<file path="config.mk">
export PLATFORM = sky130hd
export DESIGN_NAME = ttt_frame_ctrl
export DESIGN_NICKNAME = d
export VERILOG_FILES = /design/src/rtl/ttt_pkg.sv /design/src/rtl/ttt_win_check.sv /design/src/rtl/ttt_frame_ctrl.sv
export SDC_FILE = /design/constraint.sdc
export NUM_CORES = 1
export LEC_CHECK = 0
export CORE_MARGIN = 2
export CORE_UTILIZATION = 60
export DETAILED_ROUTE_END_ITERATION = 16
export GPL_TIMING_DRIVEN = 0
export PLACE_DENSITY_LB_ADDON = 0.2
export SKIP_CTS_REPAIR_TIMING = 1
export SLEW_MARGIN = 20
export SYNTH_ARGS = -nofsm -noshare
export SYNTH_HDL_FRONTEND = slang
export SYNTH_HIERARCHICAL = 1
export SYNTH_SLANG_ARGS = --single-unit
</file>
<file path="constraint.sdc">
create_clock -name mclk -period 5.5 [get_ports mclk]
set_clock_uncertainty 0.15 [all_clocks]
set_input_delay 1.1 -clock mclk [delete_from_list [all_inputs] [get_ports mclk]]
set_output_delay 1.1 -clock mclk [all_outputs]
set_load 0.02 [all_outputs]
</file>
<file path="src/rtl/ttt_pkg.sv">
// ttt_pkg: cell/status encodings, FSM states, command codes and the win-line table
// shared by ttt_frame_ctrl and ttt_win_check.
package ttt_pkg;
    localparam logic [1:0] CELL_EMPTY = 2'b00;
    localparam logic [1:0] CELL_X     = 2'b01;
    localparam logic [1:0] CELL_O     = 2'b10;

    localparam logic [1:0] STAT_PLAY = 2'b00;
    localparam logic [1:0] STAT_XWIN = 2'b01;
    localparam logic [1:0] STAT_OWIN = 2'b10;
    localparam logic [1:0] STAT_DRAW = 2'b11;

    localparam logic [3:0] CURSOR_CENTRE = 4'd4;

    typedef enum logic [2:0] {S_PLAY, S_PEND, S_COMMIT, S_CHECK, S_DONE} state_t;
    typedef enum logic [2:0] {CMD_RIGHT, CMD_LEFT, CMD_DOWN, CMD_UP, CMD_ENTER} cmd_t;

    // rows 0-2, cols 3-5, main diagonal 6, anti-diagonal 7
    localparam logic [3:0] WIN_LINES [8][3] = '{
        '{4'd0, 4'd1, 4'd2}, '{4'd3, 4'd4, 4'd5}, '{4'd6, 4'd7, 4'd8},
        '{4'd0, 4'd3, 4'd6}, '{4'd1, 4'd4, 4'd7}, '{4'd2, 4'd5, 4'd8},
        '{4'd0, 4'd4, 4'd8}, '{4'd2, 4'd4, 4'd6}
    };

    function automatic logic [1:0] cell_of(input logic [17:0] board, input logic [3:0] idx);
        return board[{idx, 1'b0} +: 2];
    endfunction

    function automatic logic [3:0] move_cursor(input logic [3:0] c, input cmd_t cmd);
        logic left_col, right_col;
        left_col  = c == 4'd0 || c == 4'd3 || c == 4'd6;
        right_col = c == 4'd2 || c == 4'd5 || c == 4'd8;
        return cmd == CMD_UP    ? (c < 4'd3 ? c + 4'd6 : c - 4'd3) :
               cmd == CMD_DOWN  ? (c > 4'd5 ? c - 4'd6 : c + 4'd3) :
               cmd == CMD_LEFT  ? (left_col ? c + 4'd2 : c - 4'd1) :
               cmd == CMD_RIGHT ? (right_col ? c - 4'd2 : c + 4'd1) : c;
    endfunction
endpackage

</file>
<file path="src/rtl/ttt_win_check.sv">
// ttt_win_check: combinational evaluation of the 8 lines and board fullness;
// lines is the one-hot mask of the lowest-index completed line.
module ttt_win_check
    import ttt_pkg::*;
(
    input  logic [17:0] cells,
    output logic        x_win,
    output logic        o_win,
    output logic        full,
    output logic [7:0]  lines
);
    logic [7:0] x_lines, o_lines, any_lines;

    always_comb begin
        x_lines = '0;
        o_lines = '0;
        full    = 1'b1;
        for (int l = 0; l < 8; l++) begin
            x_lines[l] = cell_of(cells, WIN_LINES[l][0]) == CELL_X &&
                         cell_of(cells, WIN_LINES[l][1]) == CELL_X &&
                         cell_of(cells, WIN_LINES[l][2]) == CELL_X;
            o_lines[l] = cell_of(cells, WIN_LINES[l][0]) == CELL_O &&
                         cell_of(cells, WIN_LINES[l][1]) == CELL_O &&
                         cell_of(cells, WIN_LINES[l][2]) == CELL_O;
        end
        for (int i = 0; i < 9; i++)
            full = full & (cell_of(cells, 4'(i)) != CELL_EMPTY);
    end

    assign any_lines = x_lines | o_lines;
    assign x_win     = |x_lines;
    assign o_win     = |o_lines;
    assign lines     = any_lines & (~any_lines + 8'd1);
endmodule

</file>
<file path="src/rtl/ttt_frame_ctrl.sv">
// ttt_frame_ctrl: tic-tac-toe controller that commits key commands only at vsync_start.
// Optional macro TTT_WIN_HILITE_EN adds the win_line highlight output.
module ttt_frame_ctrl
    import ttt_pkg::*;
#(
    parameter int HOLD_FRAMES = 120
) (
    input  logic        mclk,
    input  logic        clr,
    input  logic        vsync_start,
    input  logic        key_up,
    input  logic        key_down,
    input  logic        key_left,
    input  logic        key_right,
    input  logic        key_enter,
    output logic [17:0] cells,
    output logic [3:0]  cursor,
    output logic        turn,
    output logic [1:0]  status,
    output logic        busy
`ifdef TTT_WIN_HILITE_EN
    ,
    output logic [7:0]  win_line
`endif
);
    state_t     state;
    cmd_t       cmd, key_cmd;
    logic       cmd_valid, key_any, can_load, place, game_over, draw, hold_hit;
    logic       x_win, o_win, full;
    logic [7:0] lines, frames, next_frames;
    logic [1:0] mark, result;

    ttt_win_check win_check (
        .cells(cells),
        .x_win(x_win),
        .o_win(o_win),
        .full(full),
        .lines(lines)
    );

    assign key_any  = key_up | key_down | key_left | key_right | key_enter;
    assign key_cmd  = key_enter ? CMD_ENTER : key_up ? CMD_UP : key_down ? CMD_DOWN :
                      key_left ? CMD_LEFT : CMD_RIGHT;
    // a pending enter is sticky; pending arrows are overwritten by newer keys
    assign can_load = key_any && !(cmd_valid && cmd == CMD_ENTER);
    assign mark     = turn ? CELL_O : CELL_X;
    assign place    = cmd == CMD_ENTER && cell_of(cells, cursor) == CELL_EMPTY;
    assign game_over = x_win | o_win | full;
    assign draw     = full & ~|lines;
    assign result   = draw ? STAT_DRAW : x_win ? STAT_XWIN : STAT_OWIN;
    assign next_frames = frames == 8'hFF ? frames : frames + 8'd1;
    assign hold_hit = next_frames == 8'(HOLD_FRAMES);

    always_ff @(posedge mclk) begin
        if (clr) begin
            state     <= S_PLAY;
            cmd       <= CMD_RIGHT;
            cmd_valid <= 1'b0;
            frames    <= '0;
            cells     <= '0;
            cursor    <= CURSOR_CENTRE;
            turn      <= 1'b0;
            status    <= STAT_PLAY;
            busy      <= 1'b0;
`ifdef TTT_WIN_HILITE_EN
            win_line  <= '0;
`endif
        end else begin
            case (state)
                S_PLAY: if (key_any) begin
                    cmd       <= key_cmd;
                    cmd_valid <= 1'b1;
                    busy      <= 1'b1;
                    state     <= S_PEND;
                end
                S_PEND: if (vsync_start) begin
                    cursor <= move_cursor(cursor, cmd);
                    if (place)
                        cells[{cursor, 1'b0} +: 2] <= mark;
                    state     <= place ? S_CHECK : S_COMMIT;
                    // a key on the vsync cycle waits for the next frame
                    cmd       <= key_cmd;
                    cmd_valid <= key_any;
                end else if (can_load) begin
                    cmd <= key_cmd;
                end
                S_COMMIT, S_CHECK: if (state == S_CHECK && game_over) begin
                    status    <= result;
`ifdef TTT_WIN_HILITE_EN
                    win_line  <= lines;
`endif
                    frames    <= '0;
                    cmd_valid <= 1'b0;
                    busy      <= 1'b0;
                    state     <= S_DONE;
                end else begin
                    if (state == S_CHECK)
                        turn <= ~turn;
                    if (can_load) begin
                        cmd       <= key_cmd;
                        cmd_valid <= 1'b1;
                    end
                    busy  <= cmd_valid | key_any;
                    state <= cmd_valid | key_any ? S_PEND : S_PLAY;
                end
                S_DONE: if (vsync_start) begin
                    frames <= next_frames;
                    if (cmd_valid || hold_hit) begin
                        cells     <= '0;
                        cursor    <= CURSOR_CENTRE;
                        turn      <= 1'b0;
                        status    <= STAT_PLAY;
                        busy      <= 1'b0;
                        cmd_valid <= 1'b0;
`ifdef TTT_WIN_HILITE_EN
                        win_line  <= '0;
`endif
                        state     <= S_PLAY;
                    end else begin
                        cmd_valid <= key_enter;
                        busy      <= key_enter;
                    end
                end else if (key_enter) begin
                    cmd_valid <= 1'b1;
                    busy      <= 1'b1;
                end
                default: state <= S_PLAY;
            endcase
        end
    end
endmodule

</file>
## Word level (Yosys, flattened, before mapping)

Cells that the tools add are included.

| storage, ports and cells | value |
|---|---|
| register bits after elaboration | 41 |
| latch bits | 0 |
| bits in writable memories | 0 |
| memory bits (read-only) | 0 |
| input port bits | 8 |
| memories kept | 0 |

| operators by class | value |
|---|---|
| $add $sub $neg | 11 |
| multiply operators | 0 |
| divide/modulo/power cells | 0 |
| $lt $le $gt $ge | 2 |
| eq/ne operators | 44 |
| shift operators | 3 |
| mux-type cells | 61 |
| bitwise logic cells | 20 |
| reductions and logical operators | 74 |

Operator list:

| operator | number |
|---|---|
| two-way mux 18 bit | 4 |
| two-way mux 4 bit | 11 |
| logical AND 1 bit | 36 |
| case mux 18 bit (2 select lines) | 1 |
| two-way mux 3 bit | 10 |
| two-way mux 8 bit | 3 |
| OR reduction 8 bit | 3 |
| nonzero test 2 bit | 11 |
| AND reduction 5 bit | 4 |
| bitwise mux 18 bit | 1 |
| equality test 2 x 1 -> 1 bit, second input constant | 9 |
| equality test 2 bit, second input constant | 9 |
| variable shift 2 x 7 -> 18 bit, first input constant | 1 |
| variable part select 18 x 6 -> 2 bit | 1 |
| variable part select 2 x 7 -> 18 bit | 1 |
| adder 8 x 1 -> 8 bit, second input constant | 2 |
| two-way mux 2 bit | 8 |
| != test 2 bit, second input constant | 8 |
| case mux 8 bit (2 select lines) | 1 |
| two-way mux 1 bit | 15 |
| equality test 3 x 2 -> 1 bit, second input constant | 4 |
| case mux 3 bit (4 select lines) | 1 |
| bitwise AND 1 bit | 9 |
| case mux 3 bit (3 select lines) | 1 |
| other kinds (38) | 61 |

## Logic depth before layout (Yosys ltp)

| logic depth | value |
|---|---|
| depth after elaboration | 13 |
| depth in mapped cells | 11 |
| mapped depth without buffers | 9 |

## Hierarchy

The synthesis kept the hierarchy.

Modules (own cells, without submodules):

| module | times used | cells each | area an instance (µm²) | seq. area each (µm²) |
|---|---|---|---|---|
| ttt_frame_ctrl | 1 | 390 | 2907.8 | 820.8 |
| ttt_win_check | 1 | 69 | 467.9 | 0.0 |

## Worst setup path before layout

Ideal clock, no wire load.

| path | value |
|---|---|
| path kind | input port to flip-flop |
| from | in key_down |
| to | reg cmd_valid |
| library setup time | 0.119 ns |
| arrival time | 2.704 ns |
| path slack | 2.527 ns |
| stages on the path | 6 |
| buffers on the path | 0 |
| cell sequence | or2_2 > nor4_1 > o22a_1 > o22ai_1 > a21boi_0 > o221a_2 |

| on the way | value |
|---|---|
| longest elaborated chain between the ends | 7 |

Ends and longest elaborated chain:

| item | line | RTL |
|---|---|---|
| from (decl) | ttt_frame_ctrl.sv:12 | `input logic key_down,` |
| OR 1 bit * (4 in a row) | ttt_frame_ctrl.sv:41 | `assign key_any = key_up \| key_down \| key_left \| key_right \| key_enter;` |
| logical AND 1 bit | ttt_frame_ctrl.sv:45 | `assign can_load = key_any && !(cmd_valid && cmd == CMD_ENTER);` |
| != test 3 bit (no source line) | - |  |
| AND reduction 5 bit (no source line) | - |  |
| to (signal assigned) | ttt_frame_ctrl.sv:83 | `cmd_valid <= key_any;` |
| to (signal assigned) | ttt_frame_ctrl.sv:120 | `cmd_valid <= key_enter;` |
| to (decl) | ttt_frame_ctrl.sv:28 | `logic cmd_valid, key_any, can_load, place, game_over, draw, hold_hit;` |

Every way passes the cells marked *; elsewhere a longest branch is shown, timed or not. The select of a mux whose other input is x is not followed.
A chain may end at the register's enable or synchronous reset.

## Final worst setup path

| path | value |
|---|---|
| from | reg cursor[0] |
| to | reg cells[16] |

| on the way | value |
|---|---|
| longest elaborated chain between the ends | 6 |

Ends and longest elaborated chain:

| item | line | RTL |
|---|---|---|
| from (decl) | ttt_frame_ctrl.sv:17 | `output logic [3:0] cursor,` |
| from (signal assigned) | ttt_frame_ctrl.sv:77 | `cursor <= move_cursor(cursor, cmd);` |
| negator 5 -> 7 bit | ttt_frame_ctrl.sv:79 | `cells[{cursor, 1'b0} +: 2] <= mark;` |
| variable part select 2 x 7 -> 18 bit / variable shift 2 x 7 -> 18 bit (equally long branches) | ttt_frame_ctrl.sv:79 |  |
| bitwise mux 18 bit | ttt_frame_ctrl.sv:79 |  |
| two-way mux 18 bit | ttt_frame_ctrl.sv:78 | `if (place)` |
| two-way mux 18 bit | ttt_frame_ctrl.sv:76 | `S_PEND: if (vsync_start) begin` |
| case mux 18 bit (2 select lines) | ttt_frame_ctrl.sv:69 | `case (state)` |
| to (signal, indexed assignment) | ttt_frame_ctrl.sv:79 |  |
| to (decl) | ttt_frame_ctrl.sv:16 | `output logic [17:0] cells,` |

Several ways; a longest one is shown, not always the timed one. The select of a mux whose other input is x is not followed.

==> reports/metrics.csv <==
stage,metric,value,unit
critical_path,Crit path largest cell delay,0.54,ns
clock_network,clock buffer depth,2,
clock_network,Sink Count,41,
final_layout,Area Overhead vs Synth,15.0,%
hold_path,Hold Path Class,flop to flop,
critical_path,worst reg2reg path endpoint,cells[16],
critical_path,R2R Setup Slk,2.07,ns
final_layout,"most common cell after layout, fill and taps aside",nor2_1,
critical_path,reg2reg path depth,11,
power,switching share of power,32.2,%
power,P_int,0.450,mW
critical_path,slowest CP cell,dfxtp_1,
flow_run,max-cap violations,0,
placed_design,Place WS,1.71,ns
global_route,global-route wire length before repair,16300,um
critical_path,CP endpoint kind,flop,
final_layout,Final #Nets,518,
global_route,GRT Residual Overflow,0,
logic_synthesis,Yosys cell types,73,
logic_synthesis,Syn Nets,478,
final_layout,sequential cell area,821,um2
final_layout,most frequent cells in the layout,"43 x nor2_1, 41 x dfxtp_1, 33 x clkdlybuf4s50_1, 32 x nand2_1, 32 x o21ai_0",
drt,vias per inst,6.71,
drt,drt total wl,10000,um
floorplan,Rows,27,
logic_synthesis,"Top FF cell, synth",dfxtp_1,
power,share of power burned in the clock network,29.2,%
critical_path,CP startpoint kind,flop,
hold_path,Hold Path End,status[0],
final_layout,Multi-input gate area,2360,um2
sta,Max Slew Vio Count,0,
final_layout,layout filler cell count,467,
final_layout,"Core Util, Final",71.0,%
power,Pwr Density,171,nW/um2
hold_path,min-delay src,status[0],
final_layout,share of post-route cells with drive strength above 1,7.41,%
critical_path,worst-path cell chain,buf_2 > inv_1 > ha_1 > clkbuf_1 > xor2_1 > nand3_1 > o21ai_1 > a21boi_0 > nand2_1 > or3_1 > o21ai_0,
power,Comb pwr share,23.9,%
sta,RSZ-0062 raised after global routing,no,
floorplan,Initial Utilization,61.7,%
sta,final worst path period share,62.3,%
global_route,pin count of the biggest net entering global routing,13,
placed_design,GP Congestion,0.968,
sta,# setup viols final,0,
logic_synthesis,Mean Syn Cell Area,7.35,um2
logic_synthesis,Async SR Flop Fraction,0,%
clock_network,CTS tree,built,
clock_network,root buf cell,clkbuf_8,
placed_design,# port buffers,33,
outcome,status,completed,
drt,Wirelength per Cell,17.5,um
sta,fin crit period,3.43,ns
sta,setup slack after layout,2.07,ns
global_route,antenna violations before repair,0,
sta,Worst slew margin,52.7,%
clock_network,Clock Pin Slew Worst Setup and Hold Paths,0.09,ns
power,leakage,1.32,nW
critical_path,Worst R2R Start,cursor[0],
critical_path,CP required,5.57,ns
logic_synthesis,Synth Instances,459,
sta,Final Hold Violating Endpoints,0,
logic_synthesis,"FF+latch count, synth",41,
floorplan,die width,79.0,um
logic_synthesis,yosys warns,6,
logic_synthesis,Mapped Area,3380,um2
sta,Fin Hold WS,0.309,ns
clock_network,H-tree Lvls,2,
logic_synthesis,number of synthesized flops with an enable pin,0,
logic_synthesis,"Seq/Total Area, Yosys",24.3,%
floorplan,core footprint,5470,um2
sta,Slew @ Worst Pin,0.703,ns
critical_path,CP max FO,10,
power,Sequential Power Share,46.9,%
floorplan,Die Span Y,79.0,um
power,Net Switching,0.214,mW
drt,Routed Antenna Nets,0,
final_layout,Antenna Cells,0,
critical_path,critical path data arrival time,3.50,ns
floorplan,DIE AREA,6240,um2
drt,total iterations of the first detailed-routing run,6,
drt,drt initial violations,354,
critical_path,kind of critical path,flop to flop,
hold_path,Hold Crit Depth,2,
sta,Setup TNS,0,ns
placed_design,HPWL Detailed,7310,um
drt,Via Count,3830,
drt,post-route DRC violation count,0,
global_route,vias in the first global route,3475,
global_route,GRT Total Usage,32.4,%
sta,FMAX,0.292,GHz
clock_network,CTS Buf Count,5,
clock_network,Worst-Skew Late Latency,0.30,ns
floorplan,I/O pin cnt,34,
power,peak supply drop,107,uV
critical path, delay by kind of cell (launching register included):
family          cells  cell delay (ns)
compound gates      3             0.75
simple gates        3             0.67
flops               1             0.54
buf+inv             3             0.63
fa+ha+maj           1             0.21
xor+xnor            1             0.40
cell type report:
type | instances | share of cell area [%]
buffer | 25 | 2.74
sequential | 41 | 21.1
clock buffer | 6 | 1.87
inverter | 26 | 2.51
timing repair buffer | 33 | 8.51
multi-input combinational | 367 | 60.7
tap | 72 | 2.32
clock inverter | 1 | 0.226
stage by stage:
step                      std cells  cell area [um2]  power, mW
final                           571             3880      0.664
after CTS                       571             3880      0.658
after floorplan                 459             3380      0.426
after global placement          564             3800      0.467
after global routing            571             3880      0.690
after detailed placement        564             3800      0.470
logic make-up (layout without fill, tap and decap cells):
family / count (synthesis) / after routing / synth area share [%]
and+or+nand+nor: 205 / 205 / 34.8
AOI/OAI and AO/OA: 140 / 140 / 27.4
buffers and inverters: 51 / 91 / 6.04
DFF: 41 / 41 / 24.3
adders and majority gates: 11 / 11 / 4.08
xor gates and xnor gates: 6 / 6 / 1.56
muxes: 5 / 5 / 1.85
cells in the mapped netlist, types with 3 or more instances:
library cell | count | area (um2)
clkbuf_1 | 15 | 56.3
ha_1 | 11 | 138
a31oi_1 | 6 | 37.5
nand3b_1 | 4 | 30.0
nor4bb_1 | 6 | 60.1
nand2b_1 | 15 | 93.8
nand2_1 | 32 | 120
and2_1 | 3 | 18.8
nor2b_1 | 17 | 106
nor3_1 | 11 | 55.1
a21oi_1 | 27 | 135
a22oi_1 | 4 | 30.0
nand4_1 | 5 | 31.3
dfxtp_1 | 41 | 821
or3_1 | 7 | 43.8
buf_2 | 7 | 35.0
xor2_1 | 4 | 35.0
inv_1 | 26 | 97.6
nor4b_1 | 5 | 43.8
nor2_1 | 43 | 161
o211ai_1 | 4 | 30.0
o22ai_1 | 19 | 119
nand3_1 | 16 | 80.1
a211oi_1 | 6 | 45.0
o21bai_1 | 3 | 22.5
or2_2 | 3 | 18.8
o21ai_0 | 32 | 160
and3_1 | 10 | 62.6
a311oi_1 | 4 | 35.0
mux2i_1 | 4 | 40.0
nor4_1 | 12 | 75.1
o21ai_1 | 3 | 15.0
layer usage:
metal | global-route usage [%] | up-vias | part of all wire, % | routed length (um)
met2 | 54.3 | 202 | 48 | 4760
met3 | 3.07 | 48 | 7.3 | 731
li1 | - | 1808 | - | -
met4 | 14.5 | 0 | 3.8 | 385
met5 | 0 | - | 0 | 0
met1 | 42.2 | 1772 | 41 | 4140
worst max path at each step:
stage	start	end	slack, ns	cells past startpoint
2_1_floorplan	key_down	cmd_valid	2.53	6
3_3_place_gp	key_down	cmd_valid	1.82	7
3_5_place_dp	key_down	cmd[2]	1.71	8
4_1_cts	key_down	cmd[2]	2.02	8
5_1_grt	cursor[1]	cells[16]	1.83	10
6_report	cursor[0]	cells[16]	2.07	11
power by group through the flow:
stage	Sequential, mW	Combinational [mW]	Clock (mW)
floorplan	0.319	0.107	0
global placement	0.318	0.149	0
detailed placement	0.318	0.152	0
CTS	0.311	0.153	0.194
global route	0.313	0.172	0.205
finish	0.312	0.158	0.194
state kept, by name (all words and copies together) (netlist names):
signal / count
state: 3
cmd: 3
cursor: 4
status: 2
frames: 8
busy: 1
cells: 18
turn: 1
cmd_valid: 1
No activity file was read; power rests on OpenSTA's default activity.
==> RTL change: new RTL, config.mk and constraints unchanged <==
Build with the macro `TTT_WIN_HILITE_EN` defined.
--- a/src/rtl/ttt_frame_ctrl.sv
+++ b/src/rtl/ttt_frame_ctrl.sv
@@ -1,5 +1,7 @@
 // ttt_frame_ctrl: tic-tac-toe controller that commits key commands only at vsync_start.
 // Optional macro TTT_WIN_HILITE_EN adds the win_line highlight output.
+`define TTT_WIN_HILITE_EN
+
 module ttt_frame_ctrl
     import ttt_pkg::*;
 #(
Check against the original RTL (old outputs only; new: win_line): equivalent (Yosys induction, for registers that start in step).
==> RTL change against the unedited design <==
Total power grew 34%; highest routed layer unchanged; routed wire length grew 19%; setup slack gained 0.031 ns; area after synthesis grew 18%; sequential share of layout area grew 0.33 points; clock power grew 21%; first-iteration DRC count grew 38%; worst hold slack gained 0.025 ns; global-route usage grew 0.18 points; critical path type unchanged; non-clock buffer count grew 15; sequential power grew 21%; design area grew 18%; sequential cell count grew 8.
==> RTL change: results (changes against the unedited design) <==
set qor(run_status) {finished clean}
set qor(cpPeakStageDelay_ns) 0.58 ;# +0.04 ns
set qor(first_global_vias) 4099 ;# +18%
set qor(grt_util_met1) 0.446 ;# +0.0245
set qor(vias_per_cell) 6.65 ;# -0.85%
set qor(power_leakage_nw) 1.59 ;# +20%
set qor(post_synth_net_total) 569 ;# +19%
set qor(insertedDiodeCount) 0 ;# unchanged
set qor(overall_routing_resource_usage) 0.326 ;# +0.00177
set qor(grtUsageMet3) 0.0418 ;# +0.0111
set qor(largest_net_degree_at_the_start_of_global_routing) 18 ;# +5
set qor(crit_path_max_delay_cell_type) {sky130_fd_sc_hd__dfxtp_1}
set qor(critPathTopFamily) {compound AO/OA/AOI/OAI gates}
set qor(layout_top_registers) {cells (18), frames (8), win_line (8)}
set qor(first_iter_violations) 490 ;# +38%
set qor(gp_routability_congestion) 0.987 ;# +2.0%
set qor(final_layout_size_suffix_gt1_frac) 0.0535 ;# -0.0206
set qor(insertion_delay_of_the_later_clocked_pin_in_the_worst_skew_pair_ns) 0.32 ;# +0.02 ns
set qor(numCtsBuffers) 5 ;# unchanged
set qor(gr-usage-met2) 0.531 ;# -0.0120
set qor(num-fill-cells) 564 ;# +21%
set qor(hpwl_mm) 8.92 ;# +22%
set qor(max-slew-margin-rel) 0.538 ;# +0.0105
set qor(data_arrival_time_of_the_worst_path_ns) 3.44 ;# -0.06 ns
set qor(synth_area_leaders) {sky130_fd_sc_hd__dfxtp_1, sky130_fd_sc_hd__a21oi_1, sky130_fd_sc_hd__o21ai_0}
set qor(drt_pre_antenna_iters) 5 ;# -1
set qor(postSynth.asyncResetShare) 0 ;# unchanged
set qor(seq_total_area_yosys) 0.247 ;# +0.00348
set qor(clock_tree.buffer_depth) 2 ;# unchanged
set qor(highest_net_fanout_along_the_worst_path) 9 ;# -1
set qor(yosysWarnings) 6 ;# unchanged
set qor(drt-wirelength-per-cell_microns) 17.7 ;# +1.0%
set qor(nets) 616 ;# +19%
set qor(ctsRootBufferMaster) {sky130_fd_sc_hd__clkbuf_8}
set qor(ys_top_cells_by_count) {sky130_fd_sc_hd__nor2_1, sky130_fd_sc_hd__dfxtp_1, sky130_fd_sc_hd__a21oi_1, sky130_fd_sc_hd__o21ai_0, sky130_fd_sc_hd__nand2_1}
set qor(antenna_violations_before_repair) 0 ;# unchanged
set qor(clk_transition_reported_paths_ns) 0.11 ;# +0.02 ns
set qor(hold_path_class) {flop to flop}
set qor(port_buffers) 40 ;# +21%
set qor(grt_first_pass_wirelength_mm) 19.5 ;# +20%
set qor(synth_cell_types) 66 ;# -9.6%
set qor(clock_tree.htree_level_count) 2 ;# unchanged
set qor(vdd_ir_drop_max_uv) 152 ;# +42%
## RTL change: changes by cell type after synthesis, sizes merged, moves of 5 or more
cell	unedited run	this run
a21oi	28	44
a22o	0	5
clkbuf	16	28
dfxtp	41	49
inv	26	17
nand2	32	39
nand2b	15	22
nand3	16	25
nand4	6	12
nor2	43	57
nor3	11	23
o21ai	36	43
o22ai	19	7
## RTL change: cell families after synthesis
family,count (synthesis),share of synthesized area
adders and majority gates,11,0.0346
AOI/OAI and AO/OA,160,0.263
muxes,8,0.0264
xor gates and xnor gates,7,0.0154
and+or+nand+nor,265,0.364
DFF,49,0.247
buffers and inverters,50,0.0500
## RTL change: report_power, final
part / switching, mW / total [mW] / internal (mW)
registers: 0.0133 / 0.379 / 0.366
clock network: 0.141 / 0.234 / 0.0928
logic: 0.177 / 0.274 / 0.0965
## RTL change: worst register-to-register path, stage by stage (launching register included)
cell                        delay, ns
sky130_fd_sc_hd__dfxtp_1         0.58
sky130_fd_sc_hd__inv_1           0.30
sky130_fd_sc_hd__ha_1            0.26
sky130_fd_sc_hd__clkbuf_1        0.20
sky130_fd_sc_hd__xnor2_1         0.51
sky130_fd_sc_hd__nor3_1          0.14
sky130_fd_sc_hd__o21ai_0         0.51
sky130_fd_sc_hd__nor4_1          0.14
sky130_fd_sc_hd__a2111oi_0       0.40
sky130_fd_sc_hd__nor2_1          0.09
## RTL change: per-stage QoR
| stage | std cells | worst slack [ns] | instance area (sq um) | power (mW) | util |
|---|---|---|---|---|---|
| final | 675 | 2.10 | 4570 | 0.887 | 0.716 |
| after global routing | 675 | 1.87 | 4570 | 0.924 | 0.716 |
| after CTS | 675 | 2.22 | 4570 | 0.878 | 0.716 |
| after detailed placement | 667 | 2.19 | 4470 | 0.649 | 0.701 |
| after global placement | 667 | 2.20 | 4470 | 0.644 | 0.701 |
| after floorplan | 550 | 2.77 | 3980 | 0.579 | - |
## RTL change: metal layers
metal	vias up	wire length, microns
met1	2073	5240
met5	-	0
met2	249	5560
met4	0	215
li1	2137	-
met3	30	948
## RTL change: final timing paths
kind	from	to	slack, ns	cells after the start
worst min register to register	win_line[1]	win_line[1]	0.33	2
worst min-delay path	win_line[1]	win_line[1]	0.33	2
worst max-delay path	cursor[1]	cells[15]	2.10	9
worst max register to register	cursor[1]	cells[15]	2.10	9
## RTL change: layout make-up
class	instances	share of cell area
timing repair buffer	40	0.0876
buffer	33	0.0296
multi-input combinational	451	0.612
sequential	49	0.215
inverter	17	0.0140
tap	77	0.0211
clock inverter	3	0.00575
clock buffer	5	0.0151
